**config.mk**
```make
export PLATFORM = sky130hd
export DESIGN_NAME = fetch_sequencer
export DESIGN_NICKNAME = d
export VERILOG_FILES = /design/src/rtl/fetch_sequencer.sv
export SDC_FILE = /design/constraint.sdc
export NUM_CORES = 1
export LEC_CHECK = 0
export ABC_AREA = 1
export CORE_MARGIN = 4
export CORE_UTILIZATION = 55
export CTS_CLUSTER_DIAMETER = 50
export DETAILED_ROUTE_END_ITERATION = 12
export HOLD_SLACK_MARGIN = 0.05
export PLACE_DENSITY = 0.79
export SKIP_CTS_REPAIR_TIMING = 1
export SYNTH_ARGS = -nofsm -noshare
export SYNTH_HDL_FRONTEND = slang
export SYNTH_SLANG_ARGS = --single-unit
```
**constraint.sdc**
```tcl
create_clock -name clk -period 2.91 [get_ports clk]
set_clock_uncertainty 0.05 [all_clocks]
set_input_delay 0.873 -clock clk [delete_from_list [all_inputs] [get_ports clk]]
set_output_delay 0.873 -clock clk [all_outputs]
set_load 0.03 [all_outputs]
```
**src/rtl/fetch_sequencer.sv**
```systemverilog
// rtl/fetch_sequencer.sv - instruction fetch sequencer with ROM wait states and return-address stack
module fetch_sequencer #(
    parameter int AW          = 11,
    parameter int ROM_WAIT    = 1,
    parameter int STACK_DEPTH = 4
) (
    input  logic          clk,
    input  logic          nreset,
    input  logic [6:0]    TYPE,
    input  logic          B1_OUT,
    input  logic [AW-1:0] PC_VAL,
    input  logic          exec_done,
    input  logic          run,
    output logic [AW-1:0] PC,
    output logic [AW-1:0] rom_addr,
    output logic          ir_load,
    output logic          halted,
    output logic          stack_err
);

    // sp counts entries, so it needs one bit more than the entry index to represent "full"
    localparam int              IW        = (STACK_DEPTH > 1) ? $clog2(STACK_DEPTH) : 1;
    localparam int              SPW       = IW + 1;
    localparam logic [SPW-1:0]  SP_FULL   = SPW'(STACK_DEPTH);
    localparam logic [1:0]      WAIT_INIT = (ROM_WAIT > 0) ? 2'(ROM_WAIT - 1) : 2'd0;

    localparam logic [1:0] OP_JUMP = 2'b00;
    localparam logic [1:0] OP_CALL = 2'b01;
    localparam logic [1:0] OP_HALT = 2'b11;

    typedef enum logic [2:0] {
        S_FETCH,
        S_WAIT,
        S_ISSUE,
        S_EXEC,
        S_HALT
    } state_t;

    state_t         state;
    logic [1:0]     wait_cnt;
    logic [SPW-1:0] sp;
    logic [AW-1:0]  stack_mem [STACK_DEPTH];

    logic [AW-1:0]  pc_inc;
    logic [1:0]     op;
    logic           pc_op;
    logic           taken;
    logic           is_halt;
    logic           stack_full;
    logic           stack_empty;
    logic           push_en;
    logic [IW-1:0]  push_idx;
    logic [IW-1:0]  top_idx;
    logic [3:0]     unused_type;

    // Low TYPE bits carry decoder detail that sequencing does not need
    assign unused_type = TYPE[3:0];

    assign pc_inc      = PC + AW'(1);
    assign op          = TYPE[5:4];
    assign pc_op       = TYPE[6];
    assign is_halt     = pc_op && (op == OP_HALT);
    assign taken       = pc_op && B1_OUT;
    assign stack_full  = (sp == SP_FULL);
    assign stack_empty = (sp == '0);
    assign push_idx    = sp[IW-1:0];
    assign top_idx     = IW'(sp - SPW'(1));
    assign push_en     = (state == S_EXEC) && exec_done && !is_halt && taken
                         && (op == OP_CALL) && !stack_full;

    // Return-address storage; contents need no reset because sp gates every read
    always_ff @(posedge clk) begin
        if (push_en) begin
            stack_mem[push_idx] <= pc_inc;
        end
    end

    // Fetch/issue/execute sequencing, next-PC selection and stack pointer
    always_ff @(posedge clk or negedge nreset) begin
        if (!nreset) begin
            state     <= S_FETCH;
            wait_cnt  <= 2'd0;
            sp        <= '0;
            PC        <= '0;
            rom_addr  <= '0;
            ir_load   <= 1'b0;
            halted    <= 1'b0;
            stack_err <= 1'b0;
        end else begin
            ir_load <= 1'b0;
            case (state)
                S_FETCH: begin
                    rom_addr <= PC;
                    if (ROM_WAIT > 0) begin
                        wait_cnt <= WAIT_INIT;
                        state    <= S_WAIT;
                    end else begin
                        ir_load <= 1'b1;
                        state   <= S_ISSUE;
                    end
                end
                S_WAIT: begin
                    if (wait_cnt == 2'd0) begin
                        ir_load <= 1'b1;
                        state   <= S_ISSUE;
                    end else begin
                        wait_cnt <= wait_cnt - 2'd1;
                    end
                end
                S_ISSUE: begin
                    state <= S_EXEC;
                end
                S_EXEC: begin
                    if (exec_done) begin
                        state <= S_FETCH;
                        if (is_halt) begin
                            PC     <= pc_inc;
                            halted <= 1'b1;
                            state  <= S_HALT;
                        end else if (!taken) begin
                            PC <= pc_inc;
                        end else begin
                            case (op)
                                OP_JUMP: PC <= PC_VAL;
                                OP_CALL: begin
                                    if (!stack_full) begin
                                        sp <= sp + SPW'(1);
                                        PC <= PC_VAL;
                                    end else begin
                                        stack_err <= 1'b1;
                                        PC        <= pc_inc;
                                    end
                                end
                                default: begin
                                    if (!stack_empty) begin
                                        sp <= sp - SPW'(1);
                                        PC <= stack_mem[top_idx];
                                    end else begin
                                        stack_err <= 1'b1;
                                        PC        <= pc_inc;
                                    end
                                end
                            endcase
                        end
                    end
                end
                S_HALT: begin
                    if (run) begin
                        halted <= 1'b0;
                        state  <= S_FETCH;
                    end
                end
                default: begin
                    state <= S_FETCH;
                end
            endcase
        end
    end

endmodule
```
; After elaboration in Yosys (flattened, before gate mapping)
; Memories as Yosys holds them, arrays and structs flattened.
; Index checks and enable logic that the tools add are counted.
[classes]
div = 0
n_bitwise = 2
n_shift = 0
magnitude_cmp = 0
multipliers = 0
n_reduce_logical = 22
add_sub_neg = 4
muxes = 26
n_eq_ne = 15
[op_table]
columns = op, n
row1 = $mux W11, 4
row2 = $pmux W11 S2, 1
row3 = $mux W3, 6
row4 = $pmux W3 S5, 1
row5 = $ne A2 B2 Y1 const B, 7
row6 = $reduce_and A7 Y1, 2
row7 = $add A11 B1 Y11 const B, 1
row8 = $mux W1, 9
row9 = $logic_and A1 B1 Y1, 7
row10 = $eq A3 B2 Y1 const B, 2
row11 = $eq A3 B3 Y1 const B, 2
row12 = $logic_not A3 Y1, 2
row13 = $pmux W3 S2, 1
row14 = $reduce_bool A2 Y1, 3
row15 = $logic_not A2 Y1, 2
row16 = $pmux W1 S2, 2
row17 = $pmux W2 S2, 1
row18 = $reduce_and A2 Y1, 2
row19 = $reduce_and A4 Y1, 1
row20 = $add A3 B1 Y3 const B, 1
row21 = $eq A3 B1 Y1 const B, 1
row22 = $reduce_and A3 Y1, 1
row23 = $sub A3 B1 Y3 const B, 1
row24 = $eq A2 B1 Y1 const B, 1
row25 = 6 further kinds, 8
[totals]
latchBits = 0
inputBits = 23
mem_count = 1
ramBits = 44
reg_bits = 33
mem_bits_ro = 0
[memory_table]
columns = memory, words, width, rd, rd_clocked_by_memory_dff, write_ports, line
row1 = stack_mem, 4, 11, 1, 0, 1, 42  ; logic [AW-1:0] stack_mem [STACK_DEPTH];

; Logic depth before layout (Yosys ltp)
; Gate-level depths: netlist of the first run.
[logic_depth]
word_depth = 9
ltp_mapped = 13

; Worst setup path after synthesis of the first run
; No wires, ideal clock.
[synth_path]
path_type = input-to-reg
start = input port exec_done
end = memory stack_mem[1][0] (enable)
n_path_buf = 0
stages = 4
t_arrival_ps = 1796
slack_ps = 686
cell_sequence = inv_1 -> nor2_4 -> nand4_1 -> nor2_1
[synth_via]
elab_chain_len = 7
[synth_rtl]
columns = element, line
row1 = from (decl), 12  ; input logic exec_done,
row2 = $logic_and A1 B1 Y1 (3 in a row), 68  ; assign push_en = (state == S_EXEC) && exec_done && !is_halt && taken
row3 = $logic_and A1 B1 Y1 (2 in a row), 69  ; && (op == OP_CALL) && !stack_full;
row4 = $mux W1, 73  ; if (push_en) begin
row5 = $mux W1 (implied by the code), 74  ; stack_mem[push_idx] <= pc_inc;
row6 = to (decl), 42
; Every way passes these cells.

; Worst setup path in the final report of the first run
[layout_path]
start = register PC[3]
end = output port PC[3]
[layout_lines]
columns = element, line
row1 = from (decl), 14  ; output logic [AW-1:0] PC,
row2 = from (signal assigned), 117  ; PC <= pc_inc;
row3 = from (signal assigned), 121  ; PC <= pc_inc;
row4 = from (signal assigned), 131  ; PC <= pc_inc;
; No word-level cell between the ends.

==> results.json, run 1 <==
{
  "outcome": "finished, final reports clean",
  "peakVddDrop_v": 0.000701,
  "p_total_mw": 4.48,
  "switching_share_pct": 43.6,
  "grt_pass1_wl_mm": 13.4,
  "synth_area_leaders": "edfxtp_1 (34%), dfrtp_1 (21%), nand2_1 (17%), inv_1 (5.6%), nand3_1 (3.9%)",
  "min_period_ns": 2.43,
  "p_comb_share_pct": 46.9,
  "worst_pin_slew_ns": 0.517,
  "criticalPathCategory": "reg2out",
  "antenna_found_initial": 0,
  "clkPwrFrac_pct": 16.3,
  "syn-num-nets": 481,
  "die_h_um": 91.6,
  "synthCells": 451,
  "syn_avg_cell_area_um2": 8.53,
  "synth_top_area_share_pct": 34.4,
  "dr.first_iter.drc_count": 182,
  "power.density_mw_per_mm2": 980,
  "drive_gt1_share_pct": 8.48,
  "wire_per_inst_um": 13.1,
  "fp.dieW_um": 91.6,
  "via_per_inst": 4.91,
  "crit_family": "buffers and inverters",
  "final_nets": 532,
  "switchingPower_mw": 1.95,
  "insertedDiodeCount": 0,
  "grt_util_met1_pct": 26.7,
  "clk_path_buf_depth": 2,
  "antenna_left": 0,
  "clk_pin_slew_ns": 0.08,
  "setup_viol": 0,
  "max_stage_delay_ns": 0.71,
  "drv_cap": 0,
  "pwr-share-seq_pct": 36.8,
  "worst-endpoint-required_ns": 1.99,
  "slew_viol_final": 0,
  "tns_ns": 0,
  "synth.distinct_cells": 32,
  "synth-main-ff-cell": "edfxtp_1",
  "cts_buffers": 9,
  "relSlewSlack_pct": 65.5,
  "io_pins": 48,
  "synth_most_common_cell": "nand2_1",
  "rsz0062_at_grt": "no",
  "synth-edff-count": 44,
  "area_delta_synth_final_pct": 18.9,
  "grt-ovfl-total": 0,
  "core_area_mm2": 0.00679,
  "htreeDepth": 3,
  "fin_crit_sh_pct": 83.5,
  "cts_tree": "yes",
  "grt_pass1_vias": 2903,
  "grtUsageMet2_pct": 32.6,
  "crit_path_max_fanout": 5,
  "fmax_ghz": 0.412,
  "hp-class": "reg2reg",
  "ys_top_cells_by_count": "nand2_1 (171), inv_1 (57), edfxtp_1 (44)",
  "grt_max_degree": 34,
  "drtPass1Iterations": 5,
  "rows": 30,
  "slowest_stage": "clkdlybuf4s50_1",
  "seq_area_frac_synth_pct": 55.8,
  "clk_latency_ns": 0.35,
  "dpl.hpwl_mm": 5.58,
  "critPathArrivalTime_ns": 1.51,
  "p_int_mw": 2.53,
  "num_vias": 2962,
  "yosys_warnings": 0,
  "critical_path_buf_inv_count": 1,
  "top_usage_layer": "met2",
  "crit_chain": "clkdlybuf4s50_1",
  "cts.sinks": 77,
  "startpoint_type": "register",
  "die-area_mm2": 0.00839,
  "post-synth-top-area-cell": "edfxtp_1",
  "root_buffer": "clkbuf_8",
  "gp_congestion": 0.782,
  "hold_viol": 0,
  "io_buffers": 43,
  "synth_seq_cells": 77,
  "syn_area_mm2": 0.00384,
  "start_util_pct": 56.6,
  "postSynth.asyncResetShare_pct": 42.9,
  "drc": 0,
  "grtUsageTotal_pct": 20.3,
  "p_leak_nw": 2.14,
  "crit_path_end_kind": "output pin",
  "met3_usage_pct": 3.86,
  "totalWireLength_mm": 7.88,
  "reg2reg_setup_slack_ns": 0.92
}
[path summary, 6_finish.rpt]
kind / start / cells past startpoint / to
max reg2reg: sp[0] / 11 / PC[1]
max: PC[3] / 1 / PC[3]
min in group asynchronous: nreset / 2 / PC[10]
max in group asynchronous: nreset / 2 / sp[0]
min reg2reg: stack_err / 1 / stack_err
min: stack_err / 1 / stack_err
[power groups by stage]
stage / Clock [mW] / Combinational, mW / Sequential [mW]
after global placement: 0 / 2.03 / 1.66
after global routing: 0.799 / 2.37 / 1.69
after CTS: 0.740 / 2.12 / 1.65
after detailed placement: 0 / 2.10 / 1.66
final: 0.730 / 2.10 / 1.65
after floorplan: 0 / 1.14 / 1.93
[flip-flops by register name, indices dropped and copies added, names as in the netlist, 2 cells and up]
signal     flops
stack_mem     44
PC            11
wait_cnt       2
state          3
sp             3
rom_addr      11
[worst register-to-register path: stages, from the launching register on]
cell and delay, ns:
dfrtp_1 0.33, buf_4 0.27, inv_2 0.07, ha_1 0.31
inv_1 0.30, or2_2 0.18, nand2_1 0.04, nand2_1 0.09
nand2_1 0.05, nand2_1 0.07, nand2_1 0.05, a21boi_1 0.12
[layer usage]
metal  vias up  part of all wire (%)
li1       1529                     -
met1      1345                    45
met2        77                    48
met3        11                   5.4
met4         0                   1.5
met5         -                     0
[through the flow]
| step | cell area (um2) | util (%) | hold slack (ns) | std cells | setup WS (ns) |
|---|---|---|---|---|---|
| floorplan | 3840 | - | 0.457 | 451 | 0.686 |
| global placement | 4390 | 64.7 | 0.391 | 587 | 0.331 |
| detailed placement | 4390 | 64.7 | 0.397 | 587 | 0.304 |
| CTS | 4570 | 67.3 | 0.417 | 603 | 0.474 |
| global route | 4570 | 67.3 | 0.460 | 603 | 0.419 |
| finish | 4570 | 67.3 | 0.414 | 603 | 0.481 |
[cell usage in the layout (no fill, tap or decap), types with 2 or more instances in the layout]
| master | count |
|---|---|
| buf_4 | 10 |
| a21oi_1 | 6 |
| nor2_2 | 3 |
| xor2_1 | 4 |
| clkbuf_8 | 9 |
| a21oi_2 | 2 |
| nor3_1 | 2 |
| clkinvlp_4 | 2 |
| nand3_1 | 30 |
| nand2_1 | 171 |
| a21boi_1 | 5 |
| nand3_2 | 2 |
| nor2_1 | 25 |
| clkdlybuf4s50_1 | 43 |
| inv_2 | 5 |
| dfrtp_1 | 33 |
| o21ai_1 | 2 |
| ha_1 | 7 |
| nand4_1 | 3 |
| and2_1 | 4 |
| inv_1 | 57 |
| inv_6 | 4 |
| o21ai_0 | 23 |
| edfxtp_1 | 44 |
| nor2_4 | 2 |
[cell type report]
cell class	instances	area, um2
fill	516	2220
sequential	77	2150
multi-input combinational	298	1380
timing repair buffer	53	505
inverter	63	239
clock buffer	9	124
tap	96	120
clock inverter	7	55.1
[kinds of logic (layout without fill, tap and decap cells)]
logic type	Yosys count	count (layout)	synth area share [%]
simple gates	246	246	26.7
flops	77	77	55.8
buf+inv	76	132	8.23
compound gates	40	40	5.83
fa+ha+maj	7	7	2.28
xor+xnor	5	5	1.14
Power figures use the tool's default switching activity.
==> run 2, diff against run 1 <==
==> constraint.sdc (replaced) <==
create_clock -name clk -period 2.5 [get_ports clk]
set_clock_uncertainty 0.05 [all_clocks]
set_input_delay 0.75 -clock clk [delete_from_list [all_inputs] [get_ports clk]]
set_output_delay 0.75 -clock clk [all_outputs]
set_load 0.03 [all_outputs]
==> run 2 against run 1 <==
Against the previous run: hold slack improved by 0.0041 ns; critical endpoint is now PC[2]; register-to-register slack lost 0.31 ns; via count is 0.10% higher; sequential cell count did not move.
==> results.json, run 2 (same netlist as run 1, synthesis figures left out) <==
{
  "clkPwrFrac_pct": 18.5,
  "clk_latency_ns": 0.34,
  "r2r_cells": 10,
  "pwr-share-seq_pct": 35.7,
  "whs_path_depth": 1,
  "switchingPower_mw": 2.25,
  "die-area_mm2": 0.00839,
  "root_buffer": "clkbuf_8",
  "min_period_ns": 2.32,
  "slew_viol_final": 0,
  "tns_ns": 0,
  "area_delta_synth_final_pct": 21.0,
  "drtPass1Iterations": 4,
  "relSlewSlack_pct": 67.1,
  "die_h_um": 91.6,
  "crit_path_max_fanout": 6,
  "hold_viol": 0,
  "rows": 30,
  "switching_share_pct": 41.8,
  "startpoint_type": "register",
  "drv_cap": 0,
  "crit_path_end_kind": "output pin",
  "rsz0062_at_grt": "no",
  "crit_family": "buffers and inverters",
  "whs_endpoint": "stack_err",
  "p_leak_nw": 2.19,
  "critical_path_buf_inv_count": 1,
  "regMostFlops": "stack_mem",
  "slowest_stage": "clkdlybuf4s50_1",
  "r2r_end": "PC[1]",
  "clk_path_buf_depth": 2,
  "num_vias": 2965,
  "drc": 0,
  "grt_max_degree": 34,
  "min-delay-start": "stack_err",
  "critPathArrivalTime_ns": 1.52,
  "antenna_left": 0,
  "core_area_mm2": 0.00679,
  "clk_pin_slew_ns": 0.08,
  "final_nets": 538,
  "p_int_mw": 3.14,
  "worst_pin_slew_ns": 0.493,
  "cts_buffers": 9,
  "totalWireLength_mm": 7.83,
  "wire_per_inst_um": 12.9,
  "fin_crit_sh_pct": 92.9,
  "outcome": "finished, final reports clean",
  "htreeDepth": 3,
  "power.density_mw_per_mm2": 1160,
  "start_util_pct": 56.6,
  "fp.dieW_um": 91.6,
  "dr.first_iter.drc_count": 200,
  "gp_congestion": 0.802,
  "hp-class": "reg2reg",
  "largestRegisters": "stack_mem (44), PC (11), rom_addr (11)",
  "fin_area_mm2": 0.00465,
  "criticalPathCategory": "reg2out",
  "drive_gt1_share_pct": 9.36,
  "post-route-util_pct": 68.5,
  "startpoint": "PC[2]",
  "antenna_found_initial": 0,
  "crit_chain": "clkdlybuf4s50_1",
  "setup_viol": 0,
  "mostFrequentLayoutCell": "nand2_1",
  "grt-ovfl-total": 0,
  "worst-endpoint-required_ns": 1.70,
  "p_total_mw": 5.39,
  "grtUsageTotal_pct": 20.8,
  "via_per_inst": 4.87,
  "peakVddDrop_v": 0.000788,
  "io_buffers": 43,
  "largest_reg_flops": 44,
  "fmax_ghz": 0.431,
  "cts_tree": "yes",
  "io_pins": 48,
  "dpl.hpwl_mm": 5.67,
  "insertedDiodeCount": 0,
  "dpl-instance-area_mm2": 0.00444,
  "layout_common_cells": "nand2_1 (171), inv_1 (57), edfxtp_1 (44)",
  "reg2reg_setup_slack_ns": 0.61,
  "max_stage_delay_ns": 0.72,
  "worstReg2RegStart": "sp[1]",
  "p_comb_share_pct": 45.7,
  "cts.sinks": 77,
  "grt_pass1_wl_mm": 13.7,
  "grt_pass1_vias": 2930
}
[run 2: routing by layer]
| layer | GRT usage, % | part of all wire [%] |
|---|---|---|
| met5 | 0 | 0 |
| met4 | 7.66 | 0.86 |
| met3 | 3.69 | 6.0 |
| met2 | 33.7 | 49 |
| met1 | 28.1 | 44 |
[run 2: area by class of cell]
| cell class | count | area (um2) |
|---|---|---|
| clock buffer | 10 | 128 |
| inverter | 63 | 239 |
| clock inverter | 6 | 86.3 |
| fill | 539 | 2140 |
| tap | 96 | 120 |
| multi-input combinational | 298 | 1380 |
| sequential | 77 | 2150 |
| timing repair buffer | 59 | 551 |
[run 2: power by group through the flow]
stage	sequential, mW	combinational (mW)	clock (mW)
CTS	1.92	2.48	1.02
global placement	1.93	2.38	0
finish	1.93	2.46	0.999
global route	1.96	2.78	1.09
floorplan	2.25	1.33	0
detailed placement	1.94	2.45	0
[run 2: stage by stage]
step           hold WS, ns  setup slack [ns]  std cells
5_1_grt              0.445             0.111        609
2_1_floorplan        0.404             0.399        451
3_3_place_gp         0.391             0.124        593
6_report             0.418             0.178        609
3_5_place_dp         0.398             0.118        593
4_1_cts              0.415             0.172        609
[run 2: how the worst max path moves through the flow]
stage	end	slack, ns	depth (start not counted)
detailed placement	stack_mem[3][8]	0.12	5
floorplan	stack_mem[2][0]	0.40	4
global route	PC[2]	0.11	1
CTS	PC[2]	0.17	1
finish	PC[2]	0.18	1
global placement	stack_mem[3][8]	0.12	5
==> run 3, diff against run 2 <==
--- a/config.mk
+++ b/config.mk
@@ -6,12 +6,13 @@
 export NUM_CORES = 1
 export LEC_CHECK = 0
 export ABC_AREA = 1
+export CORE_ASPECT_RATIO = 0.7
 export CORE_MARGIN = 4
 export CORE_UTILIZATION = 55
 export CTS_CLUSTER_DIAMETER = 50
 export DETAILED_ROUTE_END_ITERATION = 12
 export HOLD_SLACK_MARGIN = 0.05
-export PLACE_DENSITY = 0.79
+export PLACE_DENSITY = 0.85
 export SKIP_CTS_REPAIR_TIMING = 1
 export SYNTH_ARGS = -nofsm -noshare
 export SYNTH_HDL_FRONTEND = slang
==> run 3 against run 2 <==
Against the previous run: core utilization up 0.12 points; non-clock buffer count fell by 2; first-iteration DRC count increased by 20%; maximum frequency shrank 0.15%; clock power barely moved; hold slack better by 0.00089 ns; critical endpoint unchanged; largest power group unchanged.
==> results.json, run 3 (same netlist as run 1, synthesis figures left out) <==
{
  "slew_viol_final": 0,
  "path_depth": 1,
  "r2r_cells": 10,
  "worst-endpoint-required_ns": 1.70,
  "relSlewSlack_pct": 62.8,
  "clk_pin_slew_ns": 0.08,
  "instances_no_fill": 605,
  "regMostFlops": "stack_mem",
  "drv_cap": 0,
  "hp-class": "reg2reg",
  "tns_ns": 0,
  "dpl.hpwl_mm": 6.09,
  "root_buffer": "clkbuf_8",
  "cts.sinks": 77,
  "totalWireLength_mm": 8.38,
  "area_delta_synth_final_pct": 20.5,
  "dp_cells": 589,
  "via_per_inst": 5.18,
  "crit_chain": "clkdlybuf4s50_1",
  "p_leak_nw": 2.17,
  "crit_family": "buffers and inverters",
  "power.density_mw_per_mm2": 1170,
  "rows": 25,
  "clk_latency_ns": 0.36,
  "hold_viol": 0,
  "largestRegisters": "stack_mem (44), PC (11), rom_addr (11)",
  "setup_viol": 0,
  "fin_crit_sh_pct": 93.0,
  "die_h_um": 78.0,
  "rsz0062_at_grt": "no",
  "slowest_stage": "clkdlybuf4s50_1",
  "gp_congestion": 0.869,
  "startpoint_type": "register",
  "timing.hold.ws_ns": 0.419,
  "max_stage_delay_ns": 0.71,
  "layout_common_cells": "nand2_1 (171), inv_1 (57), edfxtp_1 (44)",
  "io_buffers": 43,
  "crit_path_max_fanout": 6,
  "grt_max_degree": 34,
  "worst_pin_slew_ns": 0.557,
  "grt_pass1_vias": 3083,
  "critPathArrivalTime_ns": 1.53,
  "io_pins": 48,
  "crit_path_end_kind": "output pin",
  "antenna_left": 0,
  "dr.first_iter.drc_count": 239,
  "criticalPathCategory": "reg2out",
  "outcome": "finished, final reports clean",
  "p_total_mw": 5.41,
  "core_area_mm2": 0.00676,
  "peakVddDrop_v": 0.000686,
  "cts_tree": "yes",
  "fp.dieW_um": 108,
  "wire_per_inst_um": 13.9,
  "die-area_mm2": 0.00841,
  "grt-ovfl-total": 0,
  "critical_path_buf_inv_count": 1,
  "start_util_pct": 56.9,
  "drc": 0,
  "mostFrequentLayoutCell": "nand2_1",
  "largest_reg_flops": 44,
  "min_period_ns": 2.33,
  "drtPass1Iterations": 5,
  "insertedDiodeCount": 0,
  "final_nets": 536,
  "fmax_ghz": 0.430,
  "whs_path_depth": 1,
  "num_vias": 3133,
  "drive_gt1_share_pct": 8.81,
  "cts_buffers": 9,
  "grt_pass1_wl_mm": 14.3,
  "post-route-util_pct": 68.6,
  "antenna_found_initial": 0,
  "htreeDepth": 3,
  "grtUsageTotal_pct": 21.9,
  "clk_path_buf_depth": 2
}
## run 3: layer usage
metal	vias up	track usage [%]	part of all wire (%)
met1	1476	27.7	42
met4	0	5.42	1.3
li1	1531	-	-
met2	110	37.5	50
met5	-	0	0
met3	16	5.99	6.8
## run 3: stage by stage
step	area (um2)	setup slack (ns)
floorplan	3840	0.399
finish	4630	0.175
global placement	4420	0.160
detailed placement	4420	0.115
global route	4630	0.121
CTS	4630	0.167
## run 3: worst paths after layout
check                             to       from  slack, ns
max                            PC[2]      PC[2]       0.17
min                        stack_err  stack_err       0.42
max reg2reg                    PC[1]      sp[1]       0.69
min reg2reg                stack_err  stack_err       0.42
max in group asynchronous      sp[2]     nreset       1.34
min in group asynchronous     PC[10]     nreset       0.74
## run 3: final cells by class
cell class | count | area, um2
clock buffer | 9 | 124
sequential | 77 | 2150
timing repair buffer | 57 | 536
multi-input combinational | 298 | 1380
clock inverter | 7 | 90.1
inverter | 63 | 239
fill | 524 | 2120
tap | 94 | 118
## run 3: where the power goes
group          switching, mW  internal, mW
Sequential             0.209          1.71
Clock                  0.456         0.554
Combinational           1.61         0.873
Total                   2.27          3.13
==> edit, RTL diff (settings of run 2) <==
Set the parameter `AW` to 10 (it was 11).
--- a/src/rtl/fetch_sequencer.sv
+++ b/src/rtl/fetch_sequencer.sv
@@ -1,5 +1,5 @@
 // rtl/fetch_sequencer.sv - instruction fetch sequencer with ROM wait states and return-address stack
 module fetch_sequencer #(
-    parameter int AW          = 11,
+    parameter int AW          = 10,
     parameter int ROM_WAIT    = 1,
     parameter int STACK_DEPTH = 4
Interface: changed (resized PC, PC_VAL and rom_addr); port bits go from 48 to 45. No check against the original RTL was run, so the function may have changed too.
==> edit against run 2 <==
Sequential share of layout area fell by 0.41 points. Synthesized area decreased by 8.1%. Total power shrank 3.2%. Synthesized cell count shrank 8.9%. Setup slack got worse by 0.0062 ns. Core utilization grew 2.8 points. Routed wire length down 3.2%. Sequential cell count fell by 6. Cell area decreased by 7.1%.
==> edit: results (changes against run 2) <==
Yosys
  • Share of synthesized registers carrying an async set or reset: 43.7% (+0.80 points)
  • Area contributors post-synth: edfxtp_1 (34%), dfrtp_1 (22%), nand2_1 (16%), inv_1 (5.2%), nand3_1 (3.7%)
  • Post-synth EDFFs: 40 (-9.1%)
  • Synth Net Count: 440 (-8.5%)
  • Mean Syn Cell Area: 8.60 um2 (+0.84%)
  • Synth cell count leaders: nand2_1 (147), inv_1 (49), edfxtp_1 (40)

Place
  • Placer congestion estimate: 0.856 (+6.7%)
  • Final HPWL DP: 5.55 mm (-2.0%)
  • Port-buffer cells: 40 (-7.0%)
  • Placed cells: 536 (-9.6%)

Global route
  • All-Layer GR Usage: 21.9% (+1.1 points)
  • Largest net degree at the start of global routing: 32 (-5.9%)
  • Vias in the first global route: 2777 (-5.2%)

Setup path
  • Worst r2r path cells: 10 (unchanged)
  • FF-to-FF End: PC[2]
  • Top delay family on crit path: buffers and inverters
  • Reg2reg setup slack: 0.64 ns (+0.03 ns)

Power
  • Worst vdd ir: 0.908 mV (+15%)
  • Pleak: 2.03 nW (-7.3%)
  • Switching Power: 2.28 mW (+1.2%)
  • Sw frac: 43.7% (+1.9 points)

Route
  • Pre-antenna DRT Iters: 5 (+1)
  • Vias: 2748 (-7.3%)
  • Initial drt markers: 199 (-0.50%)
  • Final WL: 7.58 mm (-3.2%)

Cells and area
  • Non-Filler Instances: 552 (-9.4%)
  • Fillers: 455 (-16%)
  • Nets: 501 (-6.9%)
  • Biggest regs: stack_mem x40, PC x10, rom_addr x10
  • Share of layout cells above drive strength 1: 11.7% (+2.4 points)

STA
  • Hold Slack: 0.427 ns (+0.00884 ns)

Hold path
  • Worst Hold Depth: 2 (+1)

Status
  • Status: finished clean
-- edit: cell count changes in the layout (fill, tap and decap cells not counted), moves of 4 or more --
cell,delta
edfxtp_1,-4
inv_1,-8
nand2_1,-24
nand2_2,+5
nand3_1,-4
nor2_1,+8
-- edit: how the worst max path moves through the flow --
stage            start         endpoint  slack [ns]  cells after the start
3_5_place_dp   TYPE[5]  stack_mem[2][6]        0.11                      7
3_3_place_gp   TYPE[5]  stack_mem[2][4]        0.13                      7
5_1_grt          PC[4]            PC[4]        0.13                      1
6_report         PC[4]            PC[4]        0.17                      1
4_1_cts          PC[4]            PC[4]        0.17                      1
2_1_floorplan    sp[0]  stack_mem[2][0]        0.42                      8
-- edit: metrics by stage --
step,cell area (um2),worst slack [ns]
2_1_floorplan,3530,0.417
3_3_place_gp,4120,0.127
3_5_place_dp,4120,0.106
4_1_cts,4320,0.166
5_1_grt,4320,0.127
6_report,4320,0.172
-- edit: metal layers --
layer / routed length (um) / GRT usage, %
met1: 3470 / 28.5
met2: 3680 / 36.4
met3: 317 / 4.42
met4: 118 / 7.83
met5: 0 / 0
-- edit: kinds of logic after synthesis --
family | count (synthesis) | share of synthesized area [%]
simple gates | 222 | 26.4
buf+inv | 65 | 7.33
xor+xnor | 6 | 1.49
flops | 71 | 55.9
compound gates | 40 | 6.37
fa+ha+maj | 7 | 2.48
-- edit: cell type report --
cell class                      instances  share of cell area, %
Timing Repair Buffer                   58                   12.4
Clock buffer                            9                   2.87
Multi-Input combinational cell        275                   30.0
Tap cell                               75                   2.17
Inverter                               57                   4.95
Sequential cell                        71                   45.7
Clock inverter                          7                   1.85
-- edit: tightest hold or removal path, stage by stage, from the launching register on --
cell and delay (ns):
dfrtp_1 0.35, inv_1 0.04, o31ai_1 0.05
